<file path="config.mk">
export PLATFORM = sky130hd
export DESIGN_NAME = eth_phy_link_ctrl
export DESIGN_NICKNAME = d
export VERILOG_FILES = /design/src/rtl/eth_phy_link_ctrl.sv
export SDC_FILE = /design/constraint.sdc
export NUM_CORES = 1
export LEC_CHECK = 0
export ABC_CLOCK_PERIOD_IN_PS = 2880
export CAP_MARGIN = 15
export CORE_MARGIN = 5
export CORE_UTILIZATION = 45
export CTS_CLUSTER_DIAMETER = 30
export CTS_CLUSTER_SIZE = 24
export DETAILED_ROUTE_END_ITERATION = 16
export PLACE_DENSITY = 0.63
export SYNTH_ARGS = -nofsm -noshare
export SYNTH_HDL_FRONTEND = slang
export SYNTH_SLANG_ARGS = --single-unit
</file>
<file path="constraint.sdc">
create_clock -name rx_clk -period 2.88 [get_ports rx_clk]
set_clock_uncertainty 0.1 [all_clocks]
set_input_delay 0.576 -clock rx_clk [delete_from_list [all_inputs] [get_ports rx_clk]]
set_output_delay 0.576 -clock rx_clk [all_outputs]
set_load 0.01 [all_outputs]
</file>
<file path="src/rtl/eth_phy_link_ctrl.sv">
// rtl/eth_phy_link_ctrl.sv - 10G PHY receive link bring-up sequencer (optional LINK_CTRL_HOLDOFF_EN drop filter)
module eth_phy_link_ctrl #(
    parameter int RST_HOLD_CYCLES = 16,
    parameter int LOCK_TIMEOUT    = 1024,
    parameter int STABLE_CYCLES   = 125,
    parameter int MAX_RETRIES     = 7,
    parameter int HOLDOFF_CYCLES  = 4
) (
    input  logic       rx_clk,
    input  logic       rx_rst,
    input  logic       enable,
    input  logic       phy_rx_block_lock,
    input  logic       phy_rx_status,
    input  logic       phy_rx_high_ber,
    input  logic       phy_serdes_rx_reset_req,
    output logic       phy_rst_out,
    output logic       link_up,
    output logic       link_fail,
    output logic [2:0] state_out,
    output logic [3:0] retry_count,
    output logic [7:0] link_down_count
);

    typedef enum logic [2:0] {
        ST_IDLE      = 3'd0,
        ST_RESET     = 3'd1,
        ST_WAIT_LOCK = 3'd2,
        ST_UP        = 3'd3,
        ST_FAIL      = 3'd4
    } state_t;

    localparam int RW = $clog2(RST_HOLD_CYCLES) + 1;
    localparam int TW = $clog2(LOCK_TIMEOUT) + 1;
    localparam int SW = $clog2(STABLE_CYCLES) + 1;

    localparam logic [RW-1:0] RST_LAST    = RW'(RST_HOLD_CYCLES - 1);
    localparam logic [TW-1:0] TIMER_LAST  = TW'(LOCK_TIMEOUT - 1);
    localparam logic [SW-1:0] STABLE_DONE = SW'(STABLE_CYCLES);
    localparam logic [3:0]    RETRY_MAX   = 4'(MAX_RETRIES);

    state_t        state_q, state_d;
    logic [RW-1:0] rst_cnt_q, rst_cnt_d;
    logic [TW-1:0] timer_q, timer_d;
    logic [SW-1:0] stable_q, stable_d;
    logic [3:0]    retry_q, retry_d;
    logic [7:0]    down_q, down_d;
    logic          phy_rst_q, link_up_q, link_fail_q;

    logic          qual;
    logic          drop;
    logic          fail_attempt;
    logic          go_down;
    logic [3:0]    retry_inc;
    logic [SW-1:0] stable_inc;

`ifdef LINK_CTRL_HOLDOFF_EN
    localparam int HW = $clog2(HOLDOFF_CYCLES) + 1;
    localparam logic [HW-1:0] HOLD_DONE = HW'(HOLDOFF_CYCLES);
    logic [HW-1:0] hold_q, hold_d, hold_inc;
`else
    logic unused_holdoff;
    assign unused_holdoff = |HOLDOFF_CYCLES;
`endif

    assign qual = phy_rx_block_lock && phy_rx_status;
    assign drop = !phy_rx_block_lock || phy_rx_high_ber || phy_serdes_rx_reset_req;

    always_comb begin
        state_d      = state_q;
        rst_cnt_d    = rst_cnt_q;
        timer_d      = timer_q;
        stable_d     = stable_q;
        retry_d      = retry_q;
        down_d       = down_q;
        fail_attempt = 1'b0;
        go_down      = 1'b0;
        retry_inc    = retry_q + 4'd1;
        stable_inc   = qual ? stable_q + SW'(1) : '0;
`ifdef LINK_CTRL_HOLDOFF_EN
        hold_d       = hold_q;
        hold_inc     = hold_q + HW'(1);
`endif

        if (!enable) begin
            state_d   = ST_IDLE;
            rst_cnt_d = '0;
            timer_d   = '0;
            stable_d  = '0;
            retry_d   = '0;
`ifdef LINK_CTRL_HOLDOFF_EN
            hold_d    = '0;
`endif
        end else begin
            case (state_q)
                ST_IDLE: begin
                    state_d   = ST_RESET;
                    rst_cnt_d = '0;
                end
                ST_RESET: begin
                    if (rst_cnt_q == RST_LAST) begin
                        state_d   = ST_WAIT_LOCK;
                        rst_cnt_d = '0;
                        timer_d   = '0;
                        stable_d  = '0;
                    end else begin
                        rst_cnt_d = rst_cnt_q + RW'(1);
                    end
                end
                ST_WAIT_LOCK: begin
                    timer_d  = (timer_q == TIMER_LAST) ? timer_q : timer_q + TW'(1);
                    stable_d = stable_inc;
                    // serdes request outranks a stable count completing on the same cycle
                    if (phy_serdes_rx_reset_req) begin
                        fail_attempt = 1'b1;
                    end else if (stable_inc == STABLE_DONE) begin
                        state_d = ST_UP;
                        retry_d = '0;
`ifdef LINK_CTRL_HOLDOFF_EN
                        hold_d  = '0;
`endif
                    end else if (timer_q == TIMER_LAST) begin
                        fail_attempt = 1'b1;
                    end
                    if (fail_attempt) begin
                        retry_d   = retry_inc;
                        state_d   = (retry_inc == RETRY_MAX) ? ST_FAIL : ST_RESET;
                        rst_cnt_d = '0;
                        timer_d   = '0;
                        stable_d  = '0;
                    end
                end
                ST_UP: begin
`ifdef LINK_CTRL_HOLDOFF_EN
                    if (drop) begin
                        if (hold_inc == HOLD_DONE) begin
                            go_down = 1'b1;
                            hold_d  = '0;
                        end else begin
                            hold_d  = hold_inc;
                        end
                    end else begin
                        hold_d = '0;
                    end
`else
                    go_down = drop;
`endif
                    if (go_down) begin
                        down_d    = (down_q == 8'hFF) ? down_q : down_q + 8'd1;
                        state_d   = ST_RESET;
                        rst_cnt_d = '0;
                    end
                end
                ST_FAIL: begin
                    state_d = ST_FAIL;
                end
                default: begin
                    state_d = ST_IDLE;
                end
            endcase
        end
    end

    always_ff @(posedge rx_clk or posedge rx_rst) begin
        if (rx_rst) begin
            state_q     <= ST_IDLE;
            rst_cnt_q   <= '0;
            timer_q     <= '0;
            stable_q    <= '0;
            retry_q     <= '0;
            down_q      <= '0;
            phy_rst_q   <= 1'b1;
            link_up_q   <= 1'b0;
            link_fail_q <= 1'b0;
        end else begin
            state_q     <= state_d;
            rst_cnt_q   <= rst_cnt_d;
            timer_q     <= timer_d;
            stable_q    <= stable_d;
            retry_q     <= retry_d;
            down_q      <= down_d;
            // flags follow the next state so they change on the same edge as state_out
            phy_rst_q   <= (state_d == ST_IDLE) || (state_d == ST_RESET) || (state_d == ST_FAIL);
            link_up_q   <= (state_d == ST_UP);
            link_fail_q <= (state_d == ST_FAIL);
        end
    end

`ifdef LINK_CTRL_HOLDOFF_EN
    always_ff @(posedge rx_clk or posedge rx_rst) begin
        if (rx_rst) begin
            hold_q <= '0;
        end else begin
            hold_q <= hold_d;
        end
    end
`endif

    assign phy_rst_out     = phy_rst_q;
    assign link_up         = link_up_q;
    assign link_fail       = link_fail_q;
    assign state_out       = state_q;
    assign retry_count     = retry_q;
    assign link_down_count = down_q;

endmodule

</file>
# Word-level counts from Yosys, hierarchy flattened
# Cells that the tools add are included.
# W data, S select, Z words.
word_totals:
  in_bits: 7
  ff_bits: 42
classes:
  bitwise_logic: 1
  n_reduce_logical: 13
  n_eq_ne: 21
  n_mux: 33
  addsub: 5
ops:
  columns: ["cell", "n"]
  rows:
  - ["$mux W11", 4]
  - ["$mux W8", 4]
  - ["$pmux W11 S2", 1]
  - ["$mux W3", 7]
  - ["$mux W4", 5]
  - ["$mux W5", 4]
  - ["$pmux W5 S4", 1]
  - ["$add A8 B1 Y8 const B", 2]
  - ["$pmux W8 S2", 1]
  - ["$pmux W3 S5", 1]
  - ["$add A11 B1 Y11 const B", 1]
  - ["$eq A11 B10 Y1 const B", 1]
  - ["$eq A3 B2 Y1 const B", 3]
  - ["$ne A3 B3 Y1 const B", 3]
  - ["$reduce_and A3 Y1", 3]
  - ["$eq A8 B7 Y1 const B", 1]
  - ["$eq A8 B8 Y1 const B", 1]
  - ["$eq A3 B1 Y1 const B", 2]
  - ["$eq A3 B3 Y1 const B", 2]
  - ["$logic_not A3 Y1", 2]
  - ["$ne A3 B1 Y1 const B", 2]
  - ["$add A5 B1 Y5 const B", 1]
  - ["$eq A5 B4 Y1 const B", 1]
  - ["$mux W1", 5]
  - ["other kinds (12)", 15]

# Depth between registers and ports, before layout
# Gate-level depths: netlist of the first run.
logic_depth:
  depth_word: 13
  mapped_depth: 7

# Worst setup path after synthesis of the first run
# Ideal clock, no wire load.
synth_timing:
  kind: "flip-flop to flip-flop"
  from: "register stable_q[0]"
  to: "register stable_q[6]"
  path_slack_ps: 567
  setup_time_ps: 101
  n_path_buf: 0
  stages_incl_launch_ff: 8
  period_less_slack_ps: 2313
  arrival_time_ps: 2113
  required_time_ps: 2679
  cell_sequence: "dfrtp_1 -> ha_1 -> nand4bb_4 -> or3b_1 -> a2bb2oi_1 -> o21ai_4 -> nand2_4 -> o311ai_2"
synth_via:
  elab_chain_cells: 10
synth_rtl:
  columns: ["item", "line_no", "text"]
  rows:
  - ["from (decl)", "44", "logic [SW-1:0] stable_q, stable_d;"]
  - ["from (signal assigned)", "178", "stable_q <= stable_d;"]
  - ["$add A8 B1 Y8 *", "78", "stable_inc = qual ? stable_q + SW'(1) : '0;"]
  - ["$mux W8 *", "78", null]
  - ["$eq A8 B7 Y1", "115", "end else if (stable_inc == STABLE_DONE) begin"]
  - ["$mux W1", "115", null]
  - ["$mux W1", "113", "if (phy_serdes_rx_reset_req) begin"]
  - ["$mux W1", "94", "case (state_q)"]
  - ["$mux W1", "84", "if (!enable) begin"]
  - ["$mux W8 *", "124", "if (fail_attempt) begin"]
  - ["$pmux W8 S2 *", "94", null]
  - ["$mux W8 *", "84", null]
# Mark *: on every way between the ends. The rest lies on a longest branch, timed or not. The select of a mux whose other input is x is not followed.
# A chain may end at the register's enable or synchronous reset.

# Worst setup path after layout of the first run
layout_timing:
  from: "register stable_q[1]"
  to: "register stable_q[6]"
# The elaborated chain is that of the path after synthesis.

==> impl_metrics.csv, run 1 <==
group,metric,value,unit
run_status,status,"completed",
cts,cts_hold_buf,0,
placed_design,portBuffers,24,
logic_synthesis,synth.most_common_cell,"dfrtp_1",
logic_synthesis,ys_ff_latch,42,
worst_setup_path,cp.arrival,2610,ps
final_layout,syn_to_final_growth,19.04,%
sta,timing.fmax,0.3981,GHz
sta,worst_slack,367.8,ps
power_and_ir_drop,switching_share,0.2189,
cts,clk_latency,290,ps
sta,setup_violations,0,
worst_setup_path,rrSetupSlack,370,ps
job,max_cap_viol_count,0,
logic_synthesis,yosysWarnings,0,
sta,tns,0,ps
power_and_ir_drop,seqPwrFrac,0.532,
worst_setup_path,r2r-start,"stable_q[1]",
power_and_ir_drop,irDropWorstVdd,0.0002319,V
sta,min_period,2512,ps
cts,path_clk_slew,90,ps
global_route,grt.total_usage,0.1554,
cts,clockRootBuffer,"clkbuf_8",
power_and_ir_drop,clockPowerShare,0.416,
power_and_ir_drop,cellPowerDensity,375.2,mW/mm2
worst_setup_path,critPathCapture,"stable_q[6]",
global_route,overflow,0,
power_and_ir_drop,p_leak,0.001189,uW
power_and_ir_drop,intPower,873.3,uW
logic_synthesis,yosysTopAreaCellShare,0.4098,
worst_setup_path,worstRegToRegCells,7,
global_route,grt_start_max_net_pins,43,
global_route,met1_usage,0.2050,
logic_synthesis,avgSynthCellArea,9.448,um2
cts,clock_path_buffers,2,
sta,relSlewSlack,0.6261,
route,drt_iter0_drc,79,
floorplan,start_util,0.4575,
global_route,grt.met2_usage,0.2598,
route,drc,0,
floorplan,coreArea,0.005473,mm2
worst_setup_path,end_kind,"flip-flop",
final_layout,fin_area,0.002980,mm2
route,via_per_inst,5.556,
worst_setup_path,worstSetupStartpointType,"flip-flop",
logic_synthesis,synthArstFlopShare,1.000,
cts,cts_inserted_buffers,5,
floorplan,fp.dieArea,0.007155,mm2
logic_synthesis,syn_nets,278,
final_layout,final_nets,312,
cts,cts_tree,"built",
global_route,grt_pass1_wl,9108,um
placed_design,dp_hpwl,4028,um
sta,finalCritPeriodShare,0.8723,
min_path,hp-class,"reg2reg",
logic_synthesis,syn_inst,265,
placed_design,preCtsSetupSlack,119.6,ps
logic_synthesis,synth-edff-count,0,
logic_synthesis,syn_area,0.002504,mm2
route,antenna_left,0,
sta,tightestPinTransition,556.2,ps
route,drt_first_pass_iters,4,
power_and_ir_drop,combinationalPowerShare,0.052,
worst_setup_path,worstPathRequired,2980,ps
global_route,grt_pass1_vias,1979,
floorplan,die_w,84.59,um
sta,hold_viol_final,0,
cts,post_cts_resized,0,
cts,clock_sinks,42,
global_route,grt-busiest-layer,"met2",
route,routed_wl,5427,um
worst_setup_path,critPathLaunch,"stable_q[1]",
worst_setup_path,crit_fanout,10,
logic_synthesis,ys_types,65,
placed_design,dpl_cell_area,0.002868,mm2
placed_design,routabilityCongestion,0.8301,
logic_synthesis,yosysTopAreaCell,"dfrtp_1",
final_layout,diodes,0,
cts,cts-htree-levels,2,
logic_synthesis,ys_seq_area_frac,0.4203,
route,vias,2067,
worst_setup_path,crit_type,"reg2reg",
logic_synthesis,synth_commonest_cells,"dfrtp_1 (41), nand2_1 (26), nor2_1 (22)",
sta,slew_viol_final,0,
cts,postCtsSetupRepairBufs,0,
worst_setup_path,reg2reg_to,"stable_q[6]",
floorplan,rows,27,
route,post_drt_wl_per_cell,14.59,um
sta,rsz0062_at_grt,"no",
global_route,antenna_found_initial,0,
final_layout,layout-drive-gt1-share,0.1333,
global_route,met3_usage,0.02846,
logic_synthesis,synth_ff_type,"dfrtp_1",
power_and_ir_drop,switching_power,244.8,uW
floorplan,die_y,84.59,um
logic_synthesis,synthTopCellsByArea,"dfrtp_1 (41%), nand2_1 (3.9%), nand3_1 (3.4%)",
floorplan,ios,25,
-- sequential cells by signal (all words and copies together) (netlist names) --
name / cells
link_fail: 1
timer_q: 11
link_down_count: 8
retry_count: 4
rst_cnt_q: 5
link_up: 1
phy_rst_out: 1
stable_q: 8
state_out: 3
-- cell usage in the layout (no fill, tap or decap), types with 2 or more instances in the layout --
master           count
a211oi_1             6
a21boi_0             2
a21oi_1             10
a21oi_2              2
a22o_1               2
a32oi_1              2
buf_4                8
clkbuf_8             5
clkdlybuf4s50_1     24
dfrtp_1             41
ha_1                 6
inv_1               12
mux2i_1              2
nand2_1             26
nand2b_1             5
nand3_1             17
nand4_1              8
nor2_1              22
nor2b_1              4
nor3_1               5
nor3_2               2
nor3b_1              4
nor4_1               2
nor4_2               2
o211ai_1             2
o21a_1               3
o21ai_0             12
o21ai_1              3
o22ai_1              3
o31ai_1              2
or2_1                2
or2_2                3
or3_1                2
or3b_1               3
xnor2_1              7
xor2_1               7
-- critical path, stage by stage (launching register included) --
cell,delay (ps)
dfrtp_1,460
ha_1,340
nand4bb_4,250
or3b_1,360
a2bb2oi_1,170
o21ai_4,380
nand2_4,100
o311ai_2,250
-- how the worst min path moves through the flow --
stage	slack, ps	cells past startpoint	from	to
6_report	390	1	link_down_count[6]	link_down_count[6]
5_1_grt	410	1	link_down_count[6]	link_down_count[6]
4_1_cts	390	1	link_down_count[6]	link_down_count[6]
3_5_place_dp	380	1	link_down_count[6]	link_down_count[6]
3_3_place_gp	380	1	link_down_count[6]	link_down_count[6]
2_1_floorplan	380	2	rst_cnt_q[4]	rst_cnt_q[4]
-- per-layer routing --
layer	share of wire	vias up
li1	-	1031
met1	0.49	995
met2	0.47	36
met3	0.038	5
met4	0.0098	0
met5	0	-
-- power groups by stage --
| stage | clock, uW | sequential (uW) | combinational [uW] |
|---|---|---|---|
| finish | 465 | 595 | 58.5 |
| floorplan | 0 | 605 | 31.5 |
| CTS | 482 | 594 | 59.7 |
| global placement | 0 | 606 | 59.3 |
| global route | 508 | 595 | 65.4 |
| detailed placement | 0 | 606 | 59.7 |
-- final cells by class --
| cell class | instances | area (um2) |
|---|---|---|
| Fill cell | 510 | 2492 |
| Tap cell | 72 | 90.09 |
| Clock inverter | 3 | 43.79 |
| Inverter | 12 | 45.04 |
| Clock buffer | 5 | 68.82 |
| Timing Repair Buffer | 32 | 300.3 |
| Sequential cell | 42 | 1052 |
| Multi-Input combinational cell | 206 | 1380 |
-- per-stage QoR --
stage	utilization	std cells	hold slack, ps	total power, uW
global placement	0.5240	364	381.4	665.4
floorplan	-	265	376.8	636.9
finish	0.5446	372	388.9	1118
detailed placement	0.5240	364	382.2	665.9
global route	0.5446	372	414.8	1169
CTS	0.5446	372	394.7	1137
-- kinds of logic after synthesis --
logic type,share of synthesized area
muxes,0.01249
adders and majority gates,0.02998
DFF,0.4203
buffers and inverters,0.02848
and+or+nand+nor,0.2709
xor gates and xnor gates,0.04898
AOI/OAI and AO/OA,0.1889
(Power assumes the default switching activity.)
==> inputs of run 2 (changes only) <==
CORE_MARGIN = 2   (was 5)
==> run 2 against run 1 <==
Critical path depth did not move. Design area decreased by 0.21%. Clock-buffer cell count increased by 2. Setup slack gained 46 ps. Register-to-register slack improved by 50 ps. Final cell count up 0.54%. Highest routed layer unchanged.
==> impl_metrics.csv, run 2 (synthesis results as in run 1) <==
group,metric,value,unit
power_and_ir_drop,cellPowerDensity,348.9,mW/mm2
floorplan,fp.dieArea,0.006176,mm2
worst_setup_path,crit_type,"reg2reg",
route,drt_iter0_drc,137,
min_path,hp-class,"reg2reg",
floorplan,die_y,78.59,um
cts,post_cts_resized,0,
final_layout,diodes,0,
sta,hold_slack,394.9,ps
sta,timing.fmax,0.4055,GHz
cts,clock_path_buffers,2,
placed_design,dp_hpwl,3948,um
route,drt_first_pass_iters,4,
worst_setup_path,end_kind,"flip-flop",
route,vias,2057,
final_layout,syn_to_final_growth,18.79,%
final_layout,largest_reg_flops,11,
cts,clock_sinks,42,
global_route,grt_start_max_net_pins,43,
cts,cts_tree,"built",
worst_setup_path,cp.arrival,2530,ps
global_route,grt_pass1_vias,1929,
route,post_drt_wl_per_cell,13.85,um
route,antenna_left,0,
power_and_ir_drop,irDropWorstVdd,0.0002168,V
final_layout,n_fill_cell,513,
final_layout,multiInputGateArea,0.001380,mm2
worst_setup_path,worstPathRequired,2940,ps
route,via_per_inst,5.500,
cts,clk_latency,290,ps
power_and_ir_drop,p_leak,0.001188,uW
sta,slew_viol_final,0,
floorplan,start_util,0.4603,
final_layout,layout_common_cells,"dfrtp_1 (41), nand2_1 (26), clkdlybuf4s50_1 (24), nor2_1 (22), nand3_1 (17)",
global_route,antenna_found_initial,0,
final_layout,final_core_utilization,0.5468,
global_route,grt.total_usage,0.1880,
final_layout,layout-drive-gt1-share,0.1358,
route,drc,0,
run_status,status,"completed",
floorplan,die_w,78.59,um
sta,rsz0062_at_grt,"no",
final_layout,final_common_cell,"dfrtp_1",
sta,min_period,2466,ps
sta,finalCritPeriodShare,0.8562,
cts,cts_inserted_buffers,5,
job,max_cap_viol_count,0,
global_route,grt_pass1_wl,9273,um
final_layout,regArea,0.001052,mm2
cts,cts-htree-levels,2,
sta,relSlewSlack,0.6294,
cts,clockRootBuffer,"clkbuf_8",
placed_design,portBuffers,24,
placed_design,routabilityCongestion,0.8178,
floorplan,rows,27,
sta,hold_viol_final,0,
global_route,overflow,0,
sta,tightestPinTransition,554.7,ps
route,routed_wl,5180,um
sta,tns,0,ps
cts,cts_hold_buf,0,
floorplan,ios,25,
cts,path_clk_slew,80,ps
final_layout,regMostFlops,"timer_q",
worst_setup_path,crit_fanout,8,
worst_setup_path,worstSetupStartpointType,"flip-flop",
final_layout,final_nets,314,
cts,postCtsSetupRepairBufs,0,
sta,setup_violations,0,
floorplan,coreArea,0.005439,mm2
[run 2: changes by cell type in the layout (fill, tap and decap cells not counted), sizes merged]
cell and delta:
buf +2, clkbuf +2, bufinv -1, inv -1
[run 2: metrics by stage]
stage | cell area, um2 | total power [uW] | setup slack [ps] | instances
finish | 2974 | 1038 | 414.0 | 374
global route | 2974 | 1096 | 169.2 | 374
detailed placement | 2883 | 665.0 | 120.0 | 366
global placement | 2883 | 664.7 | 216.9 | 366
floorplan | 2504 | 636.9 | 566.6 | 265
CTS | 2974 | 1055 | 414.9 | 374
[run 2: area by class of cell]
| cell class | instances | area share |
|---|---|---|
| clock buffers | 7 | 0.02903 |
| flip-flops and latches | 42 | 0.3538 |
| multi-input cells | 206 | 0.4640 |
| well taps | 72 | 0.03029 |
| inverters | 12 | 0.01515 |
| clock inverters | 1 | 0.001683 |
| repair buffers | 34 | 0.1060 |
[run 2: path summary, 6_finish.rpt]
| check | startpoint | end | cells after the start | slack (ps) |
|---|---|---|---|---|
| min in group asynchronous | rx_rst | state_out[0] | 3 | 620 |
| max reg2reg | stable_q[1] | retry_count[3] | 7 | 410 |
| max in group asynchronous | rx_rst | phy_rst_out | 3 | 1700 |
| max | stable_q[1] | retry_count[3] | 7 | 410 |
| min | link_down_count[4] | link_down_count[4] | 1 | 390 |
| min reg2reg | link_down_count[4] | link_down_count[4] | 1 | 390 |
[run 2: worst max-delay path: stages (launching register included)]
cell and delay [ps]:
dfrtp_1 470, ha_1 280, and2b_1 250, o21ai_0 110, a211oi_2 390, a211oi_1 130
o21ai_0 450, o22ai_1 150
[run 2: metal layers]
layer / routed length (um) / up-vias / global-route usage / share of wire
li1: - / 1036 / - / -
met1: 2518 / 977 / 0.2679 / 0.49
met2: 2407 / 39 / 0.2872 / 0.46
met3: 204 / 5 / 0.04483 / 0.039
met4: 50 / 0 / 0.04912 / 0.0097
met5: 0 / - / 0 / 0
[run 2: where the power goes]
part | leakage [uW] | internal [uW] | switching, uW
clock | 0.0000482 | 193 | 192
sequential | 0.000575 | 591 | 2.86
combinational | 0.000564 | 21.5 | 36.3
==> inputs of run 3 (changes only) <==
CTS_CLUSTER_DIAMETER = unset   (was 30)
==> results of run 3 <==
The final DEF is identical to that of run 2; final timing and power are the same.
